<file path="config.mk">
export PLATFORM = sky130hd
export DESIGN_NAME = timer_counter
export DESIGN_NICKNAME = d
export VERILOG_FILES = /design/src/rtl/timer_pkg.sv /design/src/rtl/timer_counter_tick_gen.sv /design/src/rtl/timer_counter.sv
export SDC_FILE = /design/constraint.sdc
export NUM_CORES = 1
export LEC_CHECK = 0
export ABC_CLOCK_PERIOD_IN_PS = 2190
export CAP_MARGIN = 15
export CELL_PAD_IN_SITES_DETAIL_PLACEMENT = 0
export CELL_PAD_IN_SITES_GLOBAL_PLACEMENT = 1
export CORE_MARGIN = 2
export CORE_UTILIZATION = 36
export DETAILED_ROUTE_END_ITERATION = 6
export GPL_ROUTABILITY_DRIVEN = 0
export PLACE_DENSITY_LB_ADDON = 0.15
export SLEW_MARGIN = 5
export SYNTH_ARGS = -nofsm -noshare
export SYNTH_HDL_FRONTEND = slang
export SYNTH_SLANG_ARGS = --single-unit
</file>
<file path="constraint.sdc">
create_clock -name pclk -period 2.19 [get_ports pclk]
set_input_delay 0.438 -clock pclk [delete_from_list [all_inputs] [get_ports pclk]]
set_output_delay 0.438 -clock pclk [all_outputs]
set_load 0.1 [all_outputs]
</file>
<file path="src/rtl/timer_pkg.sv">
// Shared constants for the 16-bit timer counting core.
// Direction encoding matches the tcr_dir control bit.
package timer_pkg;

    localparam int unsigned TMR_WIDTH = 16;

    localparam logic DIR_UP   = 1'b0;
    localparam logic DIR_DOWN = 1'b1;

    localparam logic [TMR_WIDTH-1:0] TCNT_MAX = {TMR_WIDTH{1'b1}};

endpackage

</file>
<file path="src/rtl/timer_counter_tick_gen.sv">
// Rising-edge detector for the prescaled clk_in, sampled as data in the pclk domain.
// Combinational tick in the cycle clk_in is first seen high; no backpressure.
module tick_gen (
    input  logic pclk,
    input  logic preset_n,
    input  logic clk_in,
    input  logic reconf,
    output logic tick
);

    logic clk_in_q;
    logic clk_in_d;

    // Parking the history high during reconfig means the release edge can never look like a rise.
    always_comb begin
        clk_in_d = clk_in;
        if (reconf) begin
            clk_in_d = 1'b1;
        end
    end

    always_ff @(posedge pclk) begin
        if (!preset_n) begin
            clk_in_q <= 1'b0;
        end else begin
            clk_in_q <= clk_in_d;
        end
    end

    assign tick = clk_in & ~clk_in_q & ~reconf;

endmodule

</file>
<file path="src/rtl/timer_counter.sv">
// Up/down counter with load, sticky wrap flags and registered irq; tcnt moves on the edge a tick is seen.
// Priority reset > load > count; ticks arriving while disabled are dropped.
module timer_counter
    import timer_pkg::*;
#(
    parameter int unsigned WIDTH = TMR_WIDTH
) (
    input  logic             pclk,
    input  logic             preset_n,
    input  logic             clk_in,
    input  logic             tcr_reconf,
    input  logic             tcr_en,
    input  logic             tcr_dir,
    input  logic             tcr_load,
    input  logic [WIDTH-1:0] tdr,
    input  logic             ovf_ie,
    input  logic             udf_ie,
    input  logic             ovf_clr,
    input  logic             udf_clr,
    output logic [WIDTH-1:0] tcnt,
    output logic             tsr_ovf,
    output logic             tsr_udf,
    output logic             tmr_irq
);

    logic             tick;
    logic [WIDTH-1:0] tcnt_q, tcnt_d;
    logic             ovf_q, ovf_d;
    logic             udf_q, udf_d;
    logic             irq_q, irq_d;
    logic             ovf_set;
    logic             udf_set;

    tick_gen u_tick_gen (
        .pclk     (pclk),
        .preset_n (preset_n),
        .clk_in   (clk_in),
        .reconf   (tcr_reconf),
        .tick     (tick)
    );

    always_comb begin
        tcnt_d  = tcnt_q;
        ovf_set = 1'b0;
        udf_set = 1'b0;
        if (tcr_load) begin
            tcnt_d = tdr;
        end else if (tcr_en && tick) begin
            if (tcr_dir == DIR_UP) begin
                tcnt_d  = tcnt_q + 1'b1;
                ovf_set = (tcnt_q == {WIDTH{1'b1}});
            end else begin
                tcnt_d  = tcnt_q - 1'b1;
                udf_set = (tcnt_q == '0);
            end
        end
    end

    // A set in the same cycle as its clear strobe wins.
    always_comb begin
        ovf_d = ovf_set | (ovf_q & ~ovf_clr);
        udf_d = udf_set | (udf_q & ~udf_clr);
        irq_d = (ovf_d & ovf_ie) | (udf_d & udf_ie);
    end

    always_ff @(posedge pclk) begin
        if (!preset_n) begin
            tcnt_q <= '0;
            ovf_q  <= 1'b0;
            udf_q  <= 1'b0;
            irq_q  <= 1'b0;
        end else begin
            tcnt_q <= tcnt_d;
            ovf_q  <= ovf_d;
            udf_q  <= udf_d;
            irq_q  <= irq_d;
        end
    end

    assign tcnt    = tcnt_q;
    assign tsr_ovf = ovf_q;
    assign tsr_udf = udf_q;
    assign tmr_irq = irq_q;

endmodule

</file>
==> impl_results.md <==
- Io pins: between 40 and 50
- Register area share after synthesis: between 20% and 30%
- Critical Path, Cell by Cell: clkbuf_2 > buf_4 > ha_1 > a21oi_1 > o21ai_0 > a221oi_4 > nor3_1 > a211o_1
- Clock Path Buffers: 2
- Synth top area cells: dfxtp_1, ha_1, a21oi_1, nor2_1, nand2_1
- Layout cell share with drive strength beyond 1: between 30% and 40%
- Area growth syn-to-layout: 50.0%
- Leak: between 1 and 1.5 nW
- Antenna violations before repair: 0
- Hold-fix buffers, CTS: 0
- Synth Instances: roughly 240
- Worst hold path type: reg -> reg
- Starting DRT DRC Count: between 100 and 150
- CP Data Required Time: between 2 and 2.5 ns
- VDD IR max: roughly 0.25 mV
- Nets: 375
- Yosys top cell area share: a little over a fifth
- Hpwl dp: 5010 um
- Slowest stage delay, CP: between 0.3 and 0.4 ns
- Netlist cell types: slightly below 60
- Routed length per instance: 15.5 um
- Critical path fanouts, max: 5
- Clk Tree Root Cell: clkbuf_8
- Post-synth top area cell: dfxtp_1
- Placed insts: 398
- IO buf count: between 40 and 50
- Top post-synthesis cells by count: a21oi_1, nor2_1, nand2_1, dfxtp_1, ha_1
- Final setup viols: 0
- Pwr Density: 543 nW/um^2
- First-pass GRT wire length: around 10000 um
- WHS: approximately 0.53 ns
- Worst relative slew slack: 74.9%
- Clk_lat worst skew: around 0.27 ns
- Post-synth EDFFs: 0
- GR Util All Layers: 23.5%
- Layout Cells excl Fill: around 400
- Reg clk slew, reported paths: 0.09 ns
- Flops & latches, synth: 20
- Ys flop type: dfxtp_1
- Synth warn: 0
- Antenna Nets Post-Route: 0
- Initial DRT Pass Iterations: 4
- CTS tree: done
- Slowest cell on the critical path: a221oi_4
- Vias in the first global route: 1,998
- Syn nets: 280
- Syn_area_per_cell: 7.79 sq um
- WP data arrival: about 2.1 ns
- Routed vias: between 2,000 and 2,500
- H-Tree Depth: 1
- Total gr overflow: 0
- Async S/R FF share, synth: 0%
- Pins Over Slew Limit: 0
- TritonCTS Buffers: 3
- Remaining DRCs: 0
- Worst slew pin tran: between 0.3 and 0.4 ns
- Element type at the critical path end: register
- Maximum Capacitance Violations: 0
- CP Class: in -> reg
- Die area: 5740 sq um
- Status: finished clean
- Util after Layout: between 50 and 60%
- Core area: ~5000 sq um
- Vias per cell: around 5.4
- Clock sink total: 20
- Worst Skew: between 0.0015 and 0.002 ns
- Antenna diodes: 0
- Largest net degree at the start of global routing: 13
- Overall routed net length: between 6000 and 7000 um
- DIE HEIGHT: approximately 76 um
- Fmax achieved: 0.507 GHz
- Final TNS setup: 0 ns
- Hold Vio Cnt, Final: 0
- Filler Cells Inserted: ~500
- CP Launch Type: input pin
- Die X: 75.7 um
- RSZ-0062 raised after global routing: false
- Fin crit share: between 90% and 100%
- Minimum clock period: 1.97 ns
- Synthesized area: between 1500 and 2000 sq um
- Std-Cell Rows: 26
- Starting density of the core: ~37%
-- worst paths after layout --
path | start | end | slack (ns) | depth (start not counted)
min reg2reg | tsr_ovf | tsr_ovf | 0.53 | 2
max | tcr_dir | tcnt[9] | 0.22 | 8
min | tsr_ovf | tsr_ovf | 0.53 | 2
max reg2reg | tcnt[1] | tcnt[10] | 0.24 | 6
-- metrics by stage --
| step | power (mW) | instance area (sq um) | worst slack [ns] |
|---|---|---|---|
| after floorplan | 0.853 | 1870 | 0.00410 |
| after detailed placement | 1.12 | 2700 | -0.526 |
| final | 1.51 | 2780 | 0.216 |
| after global routing | 1.59 | 2780 | 0.106 |
| after CTS | 1.52 | 2770 | 0.0349 |
| after global placement | 1.12 | 2700 | -0.478 |
-- power breakdown --
part	total (mW)	internal, mW	switching [mW]
clock	0.394	0.245	0.149
combinational	0.692	0.287	0.405
sequential	0.424	0.390	0.0338
total	1.51	0.922	0.588
-- registers in the layout, indices dropped and copies added, names as in the netlist --
register             count
tmr_irq                  1
u_tick_gen.clk_in_q      1
tsr_udf                  1
tcnt                    16
tsr_ovf                  1
-- final cells by class --
class                      count  area (sq um)  share of cell area, %
sequential                    20           419                   15.1
multi-input combinational    196          1340                   48.4
tap                           70          87.6                   3.15
clock buffer                   3          41.3                   1.49
clock inverter                 1          30.0                   1.08
inverter                      13          53.8                   1.94
timing repair buffer          99           803                   28.9
-- per-layer routing --
layer | track usage, % | up-vias | routed length, um
met5 | 0 | - | 0
met4 | 11.3 | 0 | 190
met3 | 2.65 | 13 | 250
met2 | 37.1 | 57 | 2910
met1 | 31.7 | 1000 | 2890
li1 | - | 1094 | -
-- timing repair --
action	4_1_cts	5_1_grt
pin swaps	0	1
setup buffers	0	0
endpoints found under the setup margin	11	6
resized for setup	1	4
-- critical path, delay by kind of cell --
kind / cells / cell delay (ns)
AO/OA/AOI/OAI: 4 / 0.93
adder cells (fa/ha/maj): 1 / 0.36
buffers and inverters: 2 / 0.31
AND/OR/NAND/NOR: 1 / 0.08
-- layout by cell type, fill, tap and decap left out, types with 6 or more instances in the layout --
master	n
a21oi_1	23
clkdlybuf4s50_1	25
ha_1	14
inv_1	12
buf_4	73
nand2_1	22
o21ai_0	13
nor2_1	24
and3_1	6
nand4_1	6
dfxtp_2	15
nand3_1	8
-- cells by family after synthesis --
family,synth area share (%)
adders and majority gates,10.5
AOI/OAI and AO/OA,32.8
xor gates and xnor gates,2.36
DFF,21.6
muxes,1.62
buffers and inverters,6.35
and+or+nand+nor,24.8
Note: power is estimated with default switching activity, not from simulation.
